## src/rtl/line_word_arbiter.sv

```systemverilog
// ---------------------------------------------------------------------------
// line_word_arbiter
//
// Shares one resident 256-bit cache line and its 8-to-1 word-select datapath
// between NREQ word requesters. Requesters are granted round-robin. The
// winner's tag is compared against the single resident line. On a hit the
// addressed 32-bit word is returned on the next cycle. On a miss the line is
// fetched from the memory side first, and the word is returned on the cycle
// after mem_rvalid.
//
// Address split: tag = addr[AW-1:5], word offset = addr[4:2], addr[1:0] is
// ignored. Offset 0 selects line[255:224] and offset 7 selects line[31:0].
//
// Handshakes:
//   A requester raises req_valid[i] with req_addr[i*AW +: AW] and holds both
//   until it sees resp_valid[i]. resp_valid[i] is a one-cycle pulse. In the
//   following cycle req_valid[i] must be low or carry a new request. On the
//   memory side, mem_req/mem_addr stay high and stable until the one-cycle
//   mem_rvalid pulse. mem_rvalid is ignored outside a fetch.
//
// Ports:
//   clk, rst    clock and synchronous active-high reset
//   req_valid   per-requester request valid   (NREQ)
//   req_addr    packed byte addresses         (NREQ*AW)
//   resp_valid  one-hot response pulse        (NREQ)
//   resp_data   returned word                 (32)
//   flush       invalidates the resident line
//   mem_req     line fetch request
//   mem_addr    line address                  (AW-5)
//   mem_rvalid  fill data valid pulse
//   mem_rdata   fill line                     (256)
//   hit_cnt, miss_cnt  saturating lookup counters (32 each),
//                      present only when LWA_PERF_CNT_EN is defined
//
// Optional feature macro: LWA_PERF_CNT_EN
// ---------------------------------------------------------------------------
module line_word_arbiter #(
    parameter int NREQ = 2,
    parameter int AW   = 32
) (
    input  logic                 clk,
    input  logic                 rst,
    input  logic [NREQ-1:0]      req_valid,
    input  logic [NREQ*AW-1:0]   req_addr,
    output logic [NREQ-1:0]      resp_valid,
    output logic [31:0]          resp_data,
    input  logic                 flush,
    output logic                 mem_req,
    output logic [AW-6:0]        mem_addr,
    input  logic                 mem_rvalid,
    input  logic [255:0]         mem_rdata
`ifdef LWA_PERF_CNT_EN
    ,
    output logic [31:0]          hit_cnt,
    output logic [31:0]          miss_cnt
`endif
);

    localparam int PW = (NREQ > 1) ? $clog2(NREQ) : 1;
    localparam int TW = AW - 5;

    typedef enum logic [1:0] {
        S_IDLE  = 2'd0,
        S_FETCH = 2'd1,
        S_RESP  = 2'd2
    } state_e;

    state_e            state_q;
    logic [PW-1:0]     ptr_q;
    logic [PW-1:0]     id_q;
    logic [TW-1:0]     tag_q;
    logic [2:0]        off_q;
    logic              line_valid_q;
    logic [TW-1:0]     line_tag_q;
    logic [255:0]      line_q;
    logic [NREQ-1:0]   resp_valid_q;
    logic [31:0]       resp_data_q;
    logic              mem_req_q;
    logic [TW-1:0]     mem_addr_q;

    // Per-requester address view of the packed bus.
    logic [AW-1:0]     addr_arr [NREQ];
    for (genvar i = 0; i < NREQ; i++) begin : g_split
        assign addr_arr[i] = req_addr[i*AW +: AW];
    end

    // Round-robin grant: first valid requester at or after ptr_q, wrapping.
    logic              gnt_valid;
    logic [PW-1:0]     gnt_id;
    logic [PW-1:0]     cand;
    always_comb begin
        gnt_valid = 1'b0;
        gnt_id    = '0;
        cand      = '0;
        for (int k = 0; k < NREQ; k++) begin
            cand = PW'((int'(ptr_q) + k) % NREQ);
            if (!gnt_valid && req_valid[cand]) begin
                gnt_valid = 1'b1;
                gnt_id    = cand;
            end
        end
    end

    logic [AW-1:0]     gnt_addr;
    logic [TW-1:0]     gnt_tag;
    logic [2:0]        gnt_off;
    logic              gnt_hit;
    logic [NREQ-1:0]   gnt_onehot;
    logic [NREQ-1:0]   id_onehot;
    logic [PW-1:0]     ptr_next;
    logic              unused_addr_bits;

    assign gnt_addr   = addr_arr[gnt_id];
    assign gnt_tag    = gnt_addr[AW-1:5];
    assign gnt_off    = gnt_addr[4:2];
    assign unused_addr_bits = ^gnt_addr[1:0];
    // A flush in the capture cycle forces the lookup to miss.
    assign gnt_hit    = line_valid_q && !flush && (line_tag_q == gnt_tag);
    assign gnt_onehot = NREQ'(1) << gnt_id;
    assign id_onehot  = NREQ'(1) << id_q;
    assign ptr_next   = (id_q == PW'(NREQ - 1)) ? '0 : id_q + PW'(1);

    function automatic logic [31:0] word_sel(input logic [255:0] line,
                                             input logic [2:0]   off);
        logic [31:0] w;
        w = '0;
        for (int k = 0; k < 8; k++) begin
            if (off == 3'(k)) w = line[255 - 32*k -: 32];
        end
        return w;
    endfunction

`ifdef LWA_PERF_CNT_EN
    logic [31:0] hit_cnt_q;
    logic [31:0] miss_cnt_q;
`endif

    always_ff @(posedge clk) begin
        if (rst) begin
            state_q      <= S_IDLE;
            ptr_q        <= '0;
            id_q         <= '0;
            tag_q        <= '0;
            off_q        <= '0;
            line_valid_q <= 1'b0;
            line_tag_q   <= '0;
            resp_valid_q <= '0;
            resp_data_q  <= '0;
            mem_req_q    <= 1'b0;
            mem_addr_q   <= '0;
`ifdef LWA_PERF_CNT_EN
            hit_cnt_q    <= '0;
            miss_cnt_q   <= '0;
`endif
        end else begin
            case (state_q)
                S_IDLE: begin
                    if (gnt_valid) begin
                        id_q  <= gnt_id;
                        tag_q <= gnt_tag;
                        off_q <= gnt_off;
                        if (gnt_hit) begin
                            resp_valid_q <= gnt_onehot;
                            resp_data_q  <= word_sel(line_q, gnt_off);
                            state_q      <= S_RESP;
`ifdef LWA_PERF_CNT_EN
                            if (hit_cnt_q != 32'hFFFF_FFFF) hit_cnt_q <= hit_cnt_q + 32'd1;
`endif
                        end else begin
                            mem_req_q  <= 1'b1;
                            mem_addr_q <= gnt_tag;
                            state_q    <= S_FETCH;
`ifdef LWA_PERF_CNT_EN
                            if (miss_cnt_q != 32'hFFFF_FFFF) miss_cnt_q <= miss_cnt_q + 32'd1;
`endif
                        end
                    end
                end
                S_FETCH: begin
                    if (mem_rvalid) begin
                        line_q       <= mem_rdata;
                        line_tag_q   <= tag_q;
                        line_valid_q <= 1'b1;
                        mem_req_q    <= 1'b0;
                        // The word comes straight from the fill data so it is
                        // returned even if a flush drops the line this cycle.
                        resp_valid_q <= id_onehot;
                        resp_data_q  <= word_sel(mem_rdata, off_q);
                        state_q      <= S_RESP;
                    end
                end
                S_RESP: begin
                    resp_valid_q <= '0;
                    ptr_q        <= ptr_next;
                    state_q      <= S_IDLE;
                end
                default: begin
                    state_q <= S_IDLE;
                end
            endcase
            // Placed last so a flush wins over a same-cycle fill.
            if (flush) line_valid_q <= 1'b0;
        end
    end

    assign resp_valid = resp_valid_q;
    assign resp_data  = resp_data_q;
    assign mem_req    = mem_req_q;
    assign mem_addr   = mem_addr_q;
`ifdef LWA_PERF_CNT_EN
    assign hit_cnt    = hit_cnt_q;
    assign miss_cnt   = miss_cnt_q;
`endif

endmodule

```

## config.mk

```make
export PLATFORM = sky130hd
export DESIGN_NAME = line_word_arbiter
export DESIGN_NICKNAME = d
export VERILOG_FILES = /design/src/rtl/line_word_arbiter.sv
export SDC_FILE = /design/constraint.sdc
export NUM_CORES = 1
export LEC_CHECK = 0
export CAP_MARGIN = 20
export CORE_MARGIN = 1.5
export CORE_UTILIZATION = 40
export DETAILED_ROUTE_END_ITERATION = 12
export HOLD_SLACK_MARGIN = 0.1
export PLACE_DENSITY = 0.72
export REMOVE_ABC_BUFFERS = 1
export SETUP_SLACK_MARGIN = 0.05
export SLEW_MARGIN = 20
export SYNTH_ARGS = -nofsm -noshare
export SYNTH_HDL_FRONTEND = slang
export SYNTH_SLANG_ARGS = --single-unit
```

## constraint.sdc

```tcl
create_clock -name clk -period 20.3 [get_ports clk]
set_clock_uncertainty 0.05 [all_clocks]
set_input_delay 4.06 -clock clk [delete_from_list [all_inputs] [get_ports clk]]
set_output_delay 4.06 -clock clk [all_outputs]
set_load 0.02 [all_outputs]
```

Word-level counts from Yosys, hierarchy flattened
Index checks and enable logic that the tools add are counted.
{"block": "word_totals", "out_inout_bits": 62, "reg_bits": 380, "in_bits": 326, "word_cells": 106}
{"block": "op_classes", "reduce_logical": 19, "shift": 2, "mux": 44, "add_sub_neg": 2, "eq_ne": 21, "magnitude_cmp": 3, "bitwise": 3}
{"cell": "$mux W32", "n": 22}
{"cell": "$pmux W32 S2", "n": 1}
{"cell": "$eq A27 B27 Y1", "n": 1}
{"cell": "$eq A3 B3 Y1 const B", "n": 8}
{"cell": "$eq A3 B2 Y1 const B", "n": 4}
{"cell": "$mux W1", "n": 12}
{"cell": "$mux W2", "n": 6}
{"cell": "$reduce_and A4 Y1", "n": 3}
{"cell": "$ne A2 B2 Y1 const B", "n": 4}
{"cell": "$eq A3 B1 Y1 const B", "n": 2}
{"cell": "$logic_not A3 Y1", "n": 2}
{"cell": "$pmux W2 S3", "n": 1}
{"cell": "$reduce_and A2 Y1", "n": 3}
{"cell": "$reduce_and A3 Y1", "n": 2}
{"cell": "$lt A1 B2 Y1 const B", "n": 2}
{"cell": "$pmux W2 S2", "n": 1}
{"cell": "$shl A1 B1 Y2 const A", "n": 2}
{"cell": "$logic_and A1 B1 Y1", "n": 3}
{"cell": "$reduce_bool A3 Y1", "n": 1}
{"cell": "$add A1 B1 Y1 const B", "n": 2}
{"cell": "$eq A2 B1 Y1 const B", "n": 1}
{"cell": "$eq A2 B2 Y1 const B", "n": 1}
{"cell": "$ge A2 B2 Y1 const B", "n": 1}
{"cell": "$logic_not A1 Y1", "n": 2}
{"cell": "other kinds (6)", "n": 7}

Depth between registers and ports, before layout
Gate-level depths: netlist of run 1.
{"block": "depth", "depth_word": 22, "mapped_depth": 12, "mapped_depth_nobuf": 8}

Worst setup path after synthesis of run 1
No wires, ideal clock.
{"block": "synth_timing", "path_kind": "input to register", "from": "input port rst", "to": "register line_q[0], enable pin", "path_stages": 4, "setup_time_ns": 0.879, "path_buffers": 3, "slack_ns": 4.105, "t_arrival_ns": 15.266, "required_ns": 19.371, "cell_sequence": "clkbuf_1 clkbuf_1 clkbuf_1 nor2_1"}
{"block": "synth_via", "elab_chain_cells": 2}
{"element": "from (decl)", "line_no": "42", "source": "input logic rst,"}
{"element": "$not A1 Y1 (no source line)"}
{"element": "$reduce_and A3 Y1 (no source line)"}
{"element": "to (signal assigned)", "line_no": "181", "source": "line_q <= mem_rdata;"}
{"element": "to (decl)", "line_no": "75", "source": "logic [255:0] line_q;"}
Every way passes these cells.
A chain may end at the register's enable or synchronous reset.

Final worst setup path of run 1
{"block": "layout_timing", "from": "input port req_valid[1]", "to": "register resp_data_q[11] (netlist: resp_data[11])"}
{"block": "layout_via", "elab_chain_cells": 22, "word_cells_on_any_way": 38, "cone_classes": "eq/ne: 10; mux: 22; bitwise: 1; reduce/logical: 5"}
{"element": "from (decl)", "line_no": "43", "source": "input logic [NREQ-1:0] req_valid,"}
{"element": "$mux W1 (implied by the code) (2 in a row)", "line_no": "97", "source": "if (!gnt_valid && req_valid[cand]) begin"}
{"element": "$mux W1", "line_no": "97"}
{"element": "$logic_not A1 Y1", "line_no": "97"}
{"element": "$logic_and A1 B1 Y1", "line_no": "97"}
{"element": "$mux W1", "line_no": "97"}
{"element": "$not A1 Y2 (implied by the code)", "line_no": "113", "source": "assign gnt_addr = addr_arr[gnt_id];"}
{"element": "$mux W32 (implied by the code) (3 in a row)", "line_no": "113"}
{"element": "$logic_not A3 Y1", "line_no": "128", "source": "if (off == 3'(k)) w = line[255 - 32*k -: 32];"}
{"element": "$mux W32 (8 in a row)", "line_no": "128"}
{"element": "$mux W32", "line_no": "162", "source": "if (gnt_hit) begin"}
{"element": "$mux W32", "line_no": "158", "source": "if (gnt_valid) begin"}
{"element": "$pmux W32 S2", "line_no": "156", "source": "case (state_q)"}
{"element": "to (signal assigned)", "line_no": "164", "source": "resp_data_q <= word_sel(line_q, gnt_off);"}
{"element": "to (signal assigned)", "line_no": "188", "source": "resp_data_q <= word_sel(mem_rdata, off_q);"}
{"element": "to (decl)", "line_no": "77", "source": "logic [31:0] resp_data_q;"}
Parallel ways exist; a longest one is shown, timed or not. The select of a mux whose other input is x is not followed.

==> reports/summary.json, run 1 <==
{
  "maxcap_violations": 0,
  "compound_gate_portion_of_the_synthesized_area_pct": 21.04,
  "fillCellCount": 3683,
  "leakagePower_nw": 7.784,
  "main_combinational_cell_family_by_area_after_synthesis": "compound AO/OA/AOI/OAI gates",
  "grt_setup_unrepaired": "false",
  "switching_share_pct": 26.42,
  "tightest_slew_ns": 1.188,
  "synthTopCellsByArea": "sky130_fd_sc_hd__edfxtp_1 (43%), sky130_fd_sc_hd__dfxtp_1 (14%), sky130_fd_sc_hd__mux4_2 (4.5%)",
  "worst_hold_startpoint": "tag_q[17]",
  "die_height_um": 214.7,
  "synth-adder-area-share_pct": 0,
  "cts.root.buffer_cell": "sky130_fd_sc_hd__clkbuf_16",
  "netlist-cell-type-count": 79,
  "wire_per_inst_um": 25.31,
  "max_freq_mhz": 123.6,
  "placed_cell_area_sq_um": 22330,
  "muxShareOfSynthArea_pct": 8.653,
  "clkSinkCount": 380,
  "syn_inst": 1560,
  "ys_seq_elements": 380,
  "worstSetupStartpointType": "input pin",
  "first_pass_iters": 6,
  "drcViolationCount": 0,
  "die_width_um": 214.7,
  "synth_edf_count": 256,
  "hp-class": "reg2reg",
  "regToRegSetupSlack_ns": 16.35,
  "power_density_nw_per_um2": 85.92,
  "post-synth-top-area-cell": "sky130_fd_sc_hd__edfxtp_1",
  "worst_setup_path_startpoint": "req_valid[1]",
  "gr-total-overflow": 0,
  "grt_pass1_wl_um": 94390,
  "power.internal_mw": 1.506,
  "cts.path.max_buffers": 3,
  "pwr-share-clk_pct": 39.5,
  "run_status": "finished, final reports clean",
  "category_of_the_critical_setup_timing_path": "in2reg",
  "clk_latency_ns": 0.57,
  "timing.rr.start": "state_q[1]",
  "synth_xor_xnor_area_share_pct": 0.3908,
  "top_library_cells_by_usage_in_the_layout_fill_and_taps_aside": "sky130_fd_sc_hd__clkdlybuf4s50_1 (382), sky130_fd_sc_hd__edfxtp_1 (256), sky130_fd_sc_hd__dfxtp_1 (121)",
  "cts-resized-gates": 0,
  "tritoncts": "done",
  "critical_path.reg2reg.endpoint": "resp_data[11]",
  "ioPinCount": 388,
  "weighted_congestion_at_the_end_of_routability_driven_global_placement": 0.8793,
  "avgSynthCellArea_sq_um": 11.49,
  "routed_vias_inst": 6.132,
  "mappedNetlistArea_sq_um": 17930,
  "fin_area_sq_um": 23820,
  "worst_setup_path_endpoint": "resp_data[11]",
  "total_power_mw": 2.046,
  "design.final.nets": 2216,
  "total_switching_power_uw": 540.7,
  "final_hold_viol_count": 0,
  "post-dp-hpwl_um": 40870,
  "ant_nets": 0,
  "worstSetupEndpointType": "flip-flop",
  "number_of_antenna_violations_at_the_first_check_in_global_routing": 17,
  "seq_area_frac_synth_pct": 56.72,
  "post-cts-setup-buffer-count": 0,
  "vdd_ir_drop_max_mv": 0.05083,
  "worst-r2r-cell-count": 9,
  "post_route_cells_drive_above_1_share_pct": 9.308,
  "initial_core_util_pct": 40.55,
  "vias": 15480,
  "max_slew_margin_pct": 20.78,
  "core.rowCount": 77,
  "grt_start_max_net_pins": 96,
  "grt_pass1_vias": 15360,
  "final_max_slew_viol_count": 0,
  "period_share_pct": 39.85,
  "ctsHoldBuffers": 0,
  "final.setup.tns_ns": 0,
  "core_area_sq_um": 44220,
  "yosys.area.top_type_share_pct": 42.88,
  "crit_fanout": 39,
  "yosysWarningCount": 0,
  "seq_power_share_pct": 43.3,
  "synth_ff_type": "sky130_fd_sc_hd__edfxtp_1",
  "finalCriticalPeriod_ns": 8.089,
  "asyncSetResetFlopFracSynth_pct": 0,
  "post_synth_and_or_nand_nor_area_fraction_pct": 9.644,
  "worstPathRequired_ns": 20.75,
  "gr-usage-all-layers_pct": 27.03,
  "instances_no_fill": 2525,
  "placement.io_buffers": 383,
  "final_common_cell": "sky130_fd_sc_hd__clkdlybuf4s50_1",
  "synthToLayoutAreaGrowth_pct": 32.85,
  "cp.arrival_ns": 8.53,
  "cts_htree_levels": 2,
  "clk_pin_slew_ns": 0.07,
  "cts_buffers": 42,
  "routed_wirelength_um": 63900,
  "drt_iter0_drc": 1751,
  "die_area_sq_um": 46100,
  "timing.final.setup_violations": 0,
  "share_comb_of_total_power_pct": 17.2,
  "dp.cells": 2438
}
[worst max-delay path, stage by stage]
cell,delay (ns)
sky130_fd_sc_hd__clkdlybuf4s50_1,0.46
sky130_fd_sc_hd__buf_4,0.36
sky130_fd_sc_hd__inv_2,0.28
sky130_fd_sc_hd__nor2_4,0.16
sky130_fd_sc_hd__buf_4,0.48
sky130_fd_sc_hd__o211a_2,0.92
sky130_fd_sc_hd__and3_1,0.62
sky130_fd_sc_hd__buf_4,0.38
sky130_fd_sc_hd__o221ai_1,0.18
sky130_fd_sc_hd__a41oi_1,0.29
sky130_fd_sc_hd__o21ai_0,0.16
sky130_fd_sc_hd__o21ai_0,0.11
[power by group through the flow]
stage / combinational (mW) / clock [mW] / sequential [mW]
global route: 0.374 / 0.846 / 0.889
detailed placement: 0.347 / 0 / 0.901
finish: 0.352 / 0.809 / 0.885
global placement: 0.342 / 0 / 0.900
floorplan: 0.156 / 0 / 0.922
CTS: 0.349 / 0.819 / 0.885
[cells in the mapped netlist, types with 29 or more instances]
cell type	number
sky130_fd_sc_hd__edfxtp_1	256
sky130_fd_sc_hd__dfxtp_1	124
sky130_fd_sc_hd__o211ai_1	60
sky130_fd_sc_hd__nand2_1	117
sky130_fd_sc_hd__o21ai_0	103
sky130_fd_sc_hd__mux2i_1	65
sky130_fd_sc_hd__a21oi_1	112
sky130_fd_sc_hd__clkbuf_1	92
sky130_fd_sc_hd__a311oi_1	30
sky130_fd_sc_hd__o22ai_1	29
sky130_fd_sc_hd__mux4_2	36
sky130_fd_sc_hd__a22o_1	36
sky130_fd_sc_hd__a211oi_1	34
sky130_fd_sc_hd__a22oi_1	38
sky130_fd_sc_hd__nor2_1	91
sky130_fd_sc_hd__nand3_1	35
[through the flow]
stage	util (%)	hold WS [ns]	worst slack, ns
6_report	53.86	0.4007	12.21
5_1_grt	53.84	0.4171	12.15
4_1_cts	53.80	0.4017	12.35
3_5_place_dp	50.51	0.3936	11.73
3_3_place_gp	50.38	0.3857	11.76
2_1_floorplan	-	0.3762	3.820
[area by class of cell]
cell class | count | area [sq um] | area share [%]
multi-input cells | 1027 | 7209 | 30.27
inverters | 23 | 86.33 | 0.3625
diodes | 10 | 25.02 | 0.1051
repair buffers | 416 | 4123 | 17.31
clock buffers | 50 | 1112 | 4.670
well taps | 592 | 740.7 | 3.110
clock inverters | 27 | 344.1 | 1.445
flip-flops and latches | 380 | 10180 | 42.73
[worst min path at each step]
stage / depth (start not counted) / slack [ns] / endpoint
global placement: 2 / 0.39 / line_tag_q[14]
CTS: 2 / 0.40 / line_tag_q[2]
global route: 2 / 0.42 / line_tag_q[2]
finish: 2 / 0.40 / line_tag_q[17]
floorplan: 2 / 0.38 / line_tag_q[0]
detailed placement: 2 / 0.39 / line_tag_q[22]
[routing by layer]
layer | vias to the layer above | routed length [um] | track usage [%]
met1 | 7493 | 24200 | 34.04
li1 | 6838 | - | -
met4 | 12 | 1770 | 9.624
met2 | 1004 | 30700 | 44.84
met5 | - | 75 | 0
met3 | 136 | 7160 | 7.077
[cells by family (layout without fill, tap and decap cells)]
group | count (synthesis) | in the layout
xor+xnor | 8 | 8
flops | 380 | 380
compound gates | 554 | 554
other cells | 0 | 10
buf+inv | 153 | 516
simple gates | 356 | 356
mux | 109 | 109
[sequential cells by signal (all words and copies together), names as in the netlist, 2 cells and up]
register    cells
mem_addr       27
line_q        256
line_tag_q     27
resp_data      32
state_q         2
off_q           3
tag_q          27
resp_valid      2
(Power assumes the default switching activity.)
==> run 2, diff against run 1 <==
==> constraint.sdc (replaced) <==
create_clock -name clk -period 7.56 [get_ports clk]
set_clock_uncertainty 0.05 [all_clocks]
set_input_delay 1.512 -clock clk [delete_from_list [all_inputs] [get_ports clk]]
set_output_delay 1.512 -clock clk [all_outputs]
set_load 0.02 [all_outputs]
==> run 2 against run 1 <==
Net effect:
- critical path type unchanged
- first-iteration DRC count rose by 1.3%
- worst hold slack improved by 0.0026 ns
- register-to-register slack got worse by 13 ns
- largest cell class unchanged
- sequential power rose to 2.7 times the previous value
- worst setup slack got worse by 10 ns
- non-clock buffer count rose by 5
==> reports/summary.json, run 2 (same netlist as run 1, synthesis figures left out) <==
{
  "core.rowCount": {"value": 77, "change": "unchanged"},
  "top_library_cells_by_usage_in_the_layout_fill_and_taps_aside": "sky130_fd_sc_hd__clkdlybuf4s50_1 (382), sky130_fd_sc_hd__edfxtp_1 (256), sky130_fd_sc_hd__dfxtp_1 (121)",
  "vdd_ir_drop_max": {"value": 0.1478, "unit": "mV", "change": "+190%"},
  "clk_pin_slew": {"value": 0.06, "unit": "ns", "change": "about the same"},
  "power.internal": {"value": 3.901, "unit": "mW", "change": "+160%"},
  "grt_setup_unrepaired": "false",
  "worstSetupEndpointType": "flip-flop",
  "max_freq_mhz": 185.4,
  "initial_core_util": {"value": 40.55, "unit": "%", "change": "unchanged"},
  "gr-total-overflow": {"value": 0, "change": "unchanged"},
  "hold_depth": {"value": 2, "change": "unchanged"},
  "ctsHoldBuffers": {"value": 0, "change": "unchanged"},
  "design.final.nets": {"value": 2221, "change": "+0.23%"},
  "number_of_antenna_violations_at_the_first_check_in_global_routing": {"value": 14, "change": "-3"},
  "final_max_slew_viol_count": {"value": 0, "change": "unchanged"},
  "core_area": {"value": 44220, "unit": "sq um", "change": "unchanged"},
  "cts_buffers": {"value": 42, "change": "unchanged"},
  "die_width": {"value": 214.7, "unit": "um", "change": "unchanged"},
  "clkSinkCount": {"value": 380, "change": "unchanged"},
  "wire_per_inst": {"value": 25.37, "unit": "um", "change": "+0.24%"},
  "cts_htree_levels": {"value": 2, "change": "unchanged"},
  "final_common_cell": "sky130_fd_sc_hd__clkdlybuf4s50_1",
  "cts.path.max_buffers": {"value": 3, "change": "unchanged"},
  "clk_latency": {"value": 0.57, "unit": "ns", "change": "about the same"},
  "total_switching_power": {"value": 1.437, "unit": "mW", "change": "+170%"},
  "share_comb_of_total_power": {"value": 17.7, "unit": "%", "change": "+0.5 points"},
  "tightest_slew": {"value": 1.192, "unit": "ns", "change": "+0.003531 ns"},
  "max_slew_margin": {"value": 20.54, "unit": "%", "change": "-0.24 points"},
  "grt_pass1_wl": {"value": 94130, "unit": "um", "change": "-0.28%"},
  "placed_cell_area": {"value": 22350, "unit": "sq um", "change": "about the same"},
  "drcViolationCount": {"value": 0, "change": "unchanged"},
  "hp-class": "reg2reg",
  "worstSetupStartpointType": "input pin",
  "tritoncts": "done",
  "vias": {"value": 15440, "change": "-0.27%"},
  "finalCriticalPeriod_ns": 5.393,
  "post-dp-hpwl": {"value": 42020, "unit": "um", "change": "+2.8%"},
  "grt_start_max_net_pins": {"value": 84, "change": "-13%"},
  "pwr-share-clk": {"value": 37.6, "unit": "%", "change": "-1.9 points"},
  "maxcap_violations": {"value": 0, "change": "unchanged"},
  "worst_setup_path_startpoint": "req_valid[1]",
  "gr-usage-all-layers": {"value": 27.01, "unit": "%", "change": "about the same"},
  "largest_register_ff_count": {"value": 256, "change": "unchanged"},
  "seq_power_share": {"value": 44.6, "unit": "%", "change": "+1.3 points"},
  "grt_pass1_vias": {"value": 15480, "change": "+0.77%"},
  "routed_wirelength": {"value": 64160, "unit": "um", "change": "+0.40%"},
  "worst_setup_path_endpoint": "resp_data[13]",
  "fin_area": {"value": 23700, "unit": "sq um", "change": "-0.50%"},
  "worst-r2r-cell-count": {"value": 10, "change": "+1"},
  "top_register": "line_q",
  "weighted_congestion_at_the_end_of_routability_driven_global_placement": {"value": 0.9172, "change": "+4.3%"},
  "regToRegSetupSlack": {"value": 3.30, "unit": "ns", "change": "-13.05 ns"},
  "category_of_the_critical_setup_timing_path": "in2reg",
  "hold_ws": {"value": 0.4034, "unit": "ns", "change": "+0.002638 ns"},
  "die_area": {"value": 46100, "unit": "sq um", "change": "unchanged"},
  "cp.arrival": {"value": 5.83, "unit": "ns", "change": "-2.70 ns"},
  "placement.io_buffers": {"value": 383, "change": "unchanged"},
  "switching_share": {"value": 26.92, "unit": "%", "change": "+0.49 points"},
  "drt_iter0_drc": {"value": 1774, "change": "+1.3%"},
  "power_density": {"value": 225.2, "unit": "nW/um^2", "change": "+160%"},
  "timing.final.setup_violations": {"value": 0, "change": "unchanged"},
  "routed_vias_inst": {"value": 6.106, "change": "-0.43%"},
  "ioPinCount": {"value": 388, "change": "unchanged"},
  "cts.root.buffer_cell": "sky130_fd_sc_hd__clkbuf_16",
  "cts-resized-gates": {"value": 0, "change": "unchanged"},
  "die_height": {"value": 214.7, "unit": "um", "change": "unchanged"},
  "period_share_pct": 71.34,
  "crit_fanout": {"value": 18, "change": "-54%"},
  "critical_path.reg2reg.endpoint": "resp_data[13]",
  "post_route_cells_drive_above_1_share": {"value": 9.289, "unit": "%", "change": "-0.019 points"},
  "post-cts-setup-buffer-count": {"value": 0, "change": "unchanged"},
  "first_pass_iters": {"value": 6, "change": "unchanged"},
  "run_status": "finished, final reports clean",
  "ant_nets": {"value": 0, "change": "unchanged"},
  "final_hold_viol_count": {"value": 0, "change": "unchanged"},
  "synthToLayoutAreaGrowth_pct": 32.18,
  "timing.rr.start": "ptr_q",
  "worstPathRequired": {"value": 8.00, "unit": "ns", "change": "-12.75 ns"},
  "leakagePower": {"value": 7.743, "unit": "nW", "change": "-0.52%"}
}
==> run 2: changes by cell type in the layout (fill, tap and decap cells not counted), moves of 2 or more <==
| cell | before | now |
|---|---|---|
| sky130_fd_sc_hd__clkinv_1 | 3 | 5 |
| sky130_fd_sc_hd__bufinv_16 | 7 | 2 |
| sky130_fd_sc_hd__buf_4 | 31 | 38 |
| sky130_fd_sc_hd__buf_16 | 2 | 0 |
| sky130_fd_sc_hd__clkbuf_1 | 6 | 8 |
| sky130_fd_sc_hd__clkinv_4 | 2 | 0 |
| sky130_fd_sc_hd__clkbuf_8 | 1 | 4 |
==> run 2: layer usage <==
layer | share of wire [%] | track usage [%] | vias to the layer above | wire length (um)
met5 | 0.13 | 0 | - | 84
met1 | 39 | 34.02 | 7520 | 24860
met4 | 3.1 | 10.31 | 12 | 1994
li1 | - | - | 6837 | -
met3 | 11 | 7.261 | 165 | 6821
met2 | 47 | 44.36 | 907 | 30400
==> run 2: layout make-up <==
class	count	area, sq um
Multi-Input combinational cell	1027	7217
Antenna cell	10	25.02
Sequential cell	380	10180
Inverter	23	86.33
Fill cell	3786	20520
Timing Repair Buffer	421	4124
Clock buffer	56	1166
Clock inverter	20	162.7
Tap cell	592	740.7
==> run 2: critical path, stage by stage <==
cell and delay [ns]:
sky130_fd_sc_hd__clkdlybuf4s50_1 0.69, sky130_fd_sc_hd__buf_4 0.32, sky130_fd_sc_hd__a21boi_0 0.18, sky130_fd_sc_hd__o22ai_1 0.86
sky130_fd_sc_hd__buf_4 0.33, sky130_fd_sc_hd__and3_1 0.89, sky130_fd_sc_hd__buf_4 0.35, sky130_fd_sc_hd__o221ai_1 0.13
sky130_fd_sc_hd__a41oi_1 0.28, sky130_fd_sc_hd__o21ai_0 0.13, sky130_fd_sc_hd__o21ai_0 0.10
==> run 2: per-stage QoR <==
stage | worst slack [ns] | instances | utilization (%) | power, mW | setup TNS (ns)
finish | 2.167 | 2529 | 53.59 | 5.337 | 0
global route | 1.939 | 2523 | 53.56 | 5.505 | 0
CTS | 2.258 | 2519 | 53.54 | 5.362 | 0
detailed placement | 1.688 | 2443 | 50.53 | 3.359 | 0
global placement | 1.730 | 2442 | 50.48 | 3.339 | 0
floorplan | -7.004 | 1430 | - | 2.896 | -1793.13
==> run 2: power groups by stage <==
stage	logic, mW	registers, mW	clock network, mW
2_1_floorplan	0.419	2.48	0
5_1_grt	1.01	2.39	2.11
6_report	0.947	2.38	2.01
3_5_place_dp	0.934	2.43	0
4_1_cts	0.940	2.38	2.04
3_3_place_gp	0.917	2.42	0
==> run 2: worst min path at each step <==
stage                             start             end  slack (ns)
after floorplan                tag_q[0]   line_tag_q[0]        0.38
after global placement        tag_q[18]  line_tag_q[18]        0.39
after detailed placement       tag_q[4]   line_tag_q[4]        0.39
after CTS                      tag_q[4]   line_tag_q[4]        0.40
after global routing           tag_q[5]   line_tag_q[5]        0.41
final                     resp_data[19]   resp_data[19]        0.40
==> RTL change 1, RTL diff (settings of run 2) <==
Put one more register stage on the output `resp_data`, with the module's reset. The value now appears one clock later. The other outputs are not delayed to match.
--- a/src/rtl/line_word_arbiter.sv
+++ b/src/rtl/line_word_arbiter.sv
@@ -205,5 +205,11 @@
 
     assign resp_valid = resp_valid_q;
-    assign resp_data  = resp_data_q;
+    always_ff @(posedge clk) begin
+        if (rst) begin
+            resp_data <= '0;
+        end else begin
+            resp_data <= resp_data_q;
+        end
+    end
     assign mem_req    = mem_req_q;
     assign mem_addr   = mem_addr_q;
Function: changed (a bounded check fails within 4 cycles, from zero or initial values and one cycle with rst high).
==> RTL change 1 against run 2 <==
  * Area after synthesis is 3.0% higher
  * Wire length down 6.7%
  * Sequential cell count rose by 32
  * Final area up 2.5%
  * Setup slack improved by 0.43 ns
  * Power increased by 14%
  * Combinational power is 31% higher
  * Largest cell class unchanged
  * Highest routed layer unchanged
==> RTL change 1: results (changes against run 2) <==
| Metric | Value |
|---|---|
| Met2 Use GR | `0.412 (was 0.444)` |
| Slowest stage delay, CP | `0.82 ns (was 0.89 ns)` |
| Synth unique cells | `74 (was 79)` |
| Pint | `4370 uW (was 3900 uW)` |
| Pwr dens | `249 nW/um2 (was 225 nW/um2)` |
| Largest net degree at the start of global routing | `165 (was 84)` |
| R2R setup slack | `3.72 ns (was 3.30 ns)` |
| Seq/total area | `0.445 (was 0.429)` |
| Multi-In Gates | `1,004 (was 1,027)` |
| Total GRT Usage | `0.248 (was 0.270)` |
| Largest cells by area after synthesis | `edfxtp_1, dfxtp_1, mux2i_1, a21oi_1, a211oi_1 (was edfxtp_1, dfxtp_1, mux4_2, mux2i_1, a21oi_1)` |
| DRT Wirelength | `59,900 um (was 64,200 um)` |
| Worst R2R Start | `state_q[0]$_SDFFE_PP0P_ (was ptr_q$_SDFFE_PP0N_)` |
| VDD IR max | `0.157 mV (was 0.148 mV)` |
| Top delay family on crit path | `compound AO/OA/AOI/OAI gates (was buffers and inverters)` |
| Syn_area_per_cell | `11.8 um2 (was 11.5 um2)` |
| Hold_sp | `tag_q[22]$_SDFFE_PP0P_ (was resp_data[19]$_SDFFE_PP0P_)` |
| P_leak | `0.00808 uW (was 0.00774 uW)` |
| CP max-delay cell | `o41a_2 (was and3_1)` |
| Vias | `14,900 (was 15,400)` |
| GR Util met1 | `0.317 (was 0.340)` |
| R2R depth | `7 (was 10)` |
| Final non-filler cell total | `2,531 (was 2,529)` |
| Layout area overhead | `31.6% (was 32.2%)` |
| Global-route wire length before repair | `89,200 um (was 94,100 um)` |
| DR pass1 iterations | `5 (was 6)` |
| Layout cells sized above 1 | `0.0985 (was 0.0929)` |
| Seq/Total Area, Yosys | `0.586 (was 0.567)` |
| CP max FO | `34 (was 18)` |
| Number of non-clock inverters | `24 (was 23)` |
| WHS | `0.397 ns (was 0.403 ns)` |
| Diodes inserted | `2 (was 10)` |
| Final sequential cell count | `412 (was 380)` |
| Fraction of area in multi-input gates | `0.294 (was 0.305)` |
| DR iter-0 viols | `1,474 (was 1,774)` |
| DR WL met2 | `28,400 um (was 30,400 um)` |
| Clock-cell share | `0.0599 (was 0.0561)` |
| Initial antenna violation count | `10 (was 14)` |
| Placed Area | `22,800 um2 (was 22,300 um2)` |
| Num rows | `78 (was 77)` |
| Status | `complete, no violations (unchanged)` |
| Buffering overhead | `0.166 (was 0.174)` |
==> RTL change 1: cell count changes after synthesis, sizes merged, moves of 21 or more <==
cell	delta
nand2	-37
a211oi	+35
dfxtp	+32
a311oi	-31
a221oi	+30
a22o	-30
o21ai	-28
mux2i	+26
nand3	-24
nor3	+23
a21oi	+21
==> RTL change 1: worst max-delay path by stage <==
stage	slack, ns	cells after the start	to
finish	2.59	11	resp_data_q[16]$_SDFFE_PP0P_
global route	2.36	12	resp_data_q[2]$_SDFFE_PP0P_
CTS	2.62	11	resp_valid[1]$_SDFFE_PP0P_
detailed placement	2.04	11	resp_data_q[16]$_SDFFE_PP0P_
global placement	2.04	11	resp_valid[1]$_SDFFE_PP0P_
floorplan	-7.57	4	line_q[0]$_DFFE_PP_
==> RTL change 1: cells by family after synthesis <==
kind of cell	synth area share
muxes	0.0904
xor gates and xnor gates	0.00569
and+or+nand+nor	0.0819
AOI/OAI and AO/OA	0.202
DFF	0.586
buffers and inverters	0.0341
==> RTL change 2, RTL diff (config.mk and constraints of run 2) <==
Without the edit above. The parameter `AW` goes from 32 to 48.
--- a/src/rtl/line_word_arbiter.sv
+++ b/src/rtl/line_word_arbiter.sv
@@ -37,5 +37,5 @@
 module line_word_arbiter #(
     parameter int NREQ = 2,
-    parameter int AW   = 32
+    parameter int AW   = 48
 ) (
     input  logic                 clk,
Interface: changed (resized mem_addr and req_addr); port bits go from 388 to 436. No check against the original RTL was run, so the function may have changed too.
==> RTL change 2 against run 2 <==
  * Sequential cell count is 48 higher
  * Final area is 12% higher
  * Power is 14% higher
  * Non-clock buffer count up 44
  * Critical endpoint is now mem_addr[26]$_SDFFE_PP0P_
  * Largest power group unchanged
  * Area after synthesis grew 13%
  * Hold slack lost 0.0090 ns
  * Combinational power is 22% higher
  * Clock power is 11% higher
  * Cell count rose by 18%
  * Setup slack worse by 0.57 ns
  * Synthesized cell count increased by 22%
  * Sequential share of layout area down 1.0 points
  * Die area up 12%
  * Wire length increased by 14%
==> RTL change 2: results (changes against run 2) <==
| Metric | Value |
|---|---|
| DR pass1 iterations | `8 (was 6)` |
| VDD IR max | `0.156 mV (was 0.148 mV)` |
| Status | `complete, no violations (unchanged)` |
| HPWL after DPL | `47,100 um (was 42,000 um)` |
| Seq/Total Area, Yosys | `0.551 (was 0.567)` |
| Synth unique cells | `74 (was 79)` |
| Total CTS buffers | `47 (was 42)` |
| Top delay family on crit path | `compound AO/OA/AOI/OAI gates (was buffers and inverters)` |
| DRT Wirelength | `73,200 um (was 64,200 um)` |
| Largest cells by area after synthesis | `edfxtp_1, dfxtp_1, nand2_1, a21oi_1, o21ai_0 (was edfxtp_1, dfxtp_1, mux4_2, mux2i_1, a21oi_1)` |
| Max_slew headroom | `0.189 (was 0.205)` |
| P_leak | `0.00891 uW (was 0.00774 uW)` |
| Met2 Use GR | `0.453 (was 0.444)` |
| Syn_area_per_cell | `10.6 um2 (was 11.5 um2)` |
| Compound-gate portion of the synthesized area | `0.241 (was 0.210)` |
| Input/output buffers | `431 (was 383)` |
| Slowest stage delay, CP | `0.85 ns (was 0.89 ns)` |
| Reg-to-reg endpoint | `mem_addr[26]$_SDFFE_PP0P_ (was resp_data[13]$_SDFFE_PP0P_)` |
| GR Util met1 | `0.325 (was 0.340)` |
| XOR/XNOR Fraction of Synth Area | `0.0152 (was 0.00391)` |
| Placed cells | `2,879 (was 2,443)` |
| CP arrival | `6.39 ns (was 5.83 ns)` |
| Total GRT Usage | `0.273 (was 0.270)` |
| Multiplexer share of the synthesized area | `0.0538 (was 0.0865)` |
| Global-route wire length before repair | `105,000 um (was 94,100 um)` |
| Worst Hold Path EP | `line_tag_q[0]$_SDFFE_PP0P_ (was resp_data[19]$_SDFFE_PP0P_)` |
| DR iter-0 viols | `1,852 (was 1,774)` |
| Final GP Congestion | `0.949 (was 0.917)` |
==> RTL change 2: metal layers <==
layer  share of wire  vias to the layer above
met3            0.12                      227
met4           0.043                       24
met1            0.36                     8704
met5          0.0022                        -
li1                -                     8077
met2            0.47                     1174
==> RTL change 2: logic make-up after synthesis <==
| group | Yosys count |
|---|---|
| AOI/OAI and AO/OA | 693 |
| xor gates and xnor gates | 35 |
| buffers and inverters | 203 |
| DFF | 428 |
| muxes | 89 |
| and+or+nand+nor | 462 |
==> RTL change 2: per-stage QoR <==
stage	TNS, ns	hold slack, ns	worst slack [ns]
after global routing	0	0.413	1.44
after CTS	0	0.400	1.68
after global placement	0	0.385	1.25
final	0	0.394	1.60
after floorplan	-1921.57	0.376	-7.04
after detailed placement	0	0.395	1.06
==> RTL change 2: final cells by class <==
cell class                      count  area [um2]
Antenna cell                       11        27.5
Clock buffer                       61        1270
Clock inverter                     26         223
Fill cell                        4285       23400
Inverter                           35         131
Multi-Input combinational cell   1279        8370
Sequential cell                   428       11100
Tap cell                          672         841
Timing Repair Buffer              465        4580
==> RTL change 2: worst register-to-register path: stages, from the launching register on <==
cell and delay [ns]:
dfxtp_1 0.33, and2b_1 0.58, nor2_4 0.29, buf_4 0.27
a2111oi_0 0.85, o22ai_1 0.24, a2111oi_2 0.44, and4_1 0.59
nor2_4 0.26, buf_4 0.36, a311oi_1 0.38
==> RTL change 2: worst max path at each step <==
stage,start,end,slack [ns],cells past startpoint
CTS,req_valid[0],mem_addr[26]$_SDFFE_PP0P_,1.68,11
finish,req_valid[0],mem_addr[26]$_SDFFE_PP0P_,1.60,11
floorplan,state_q[0]$_SDFFE_PP0P_,line_q[0]$_DFFE_PP_,-7.04,3
detailed placement,req_valid[0],mem_addr[26]$_SDFFE_PP0P_,1.06,11
global route,req_valid[0],mem_addr[26]$_SDFFE_PP0P_,1.44,11
global placement,req_valid[0],mem_addr[27]$_SDFFE_PP0P_,1.25,11
==> RTL change 2: where the power goes <==
group	internal [uW]	switching [uW]
Clock	1260	979
Sequential	2590	81.3
Combinational	503	660
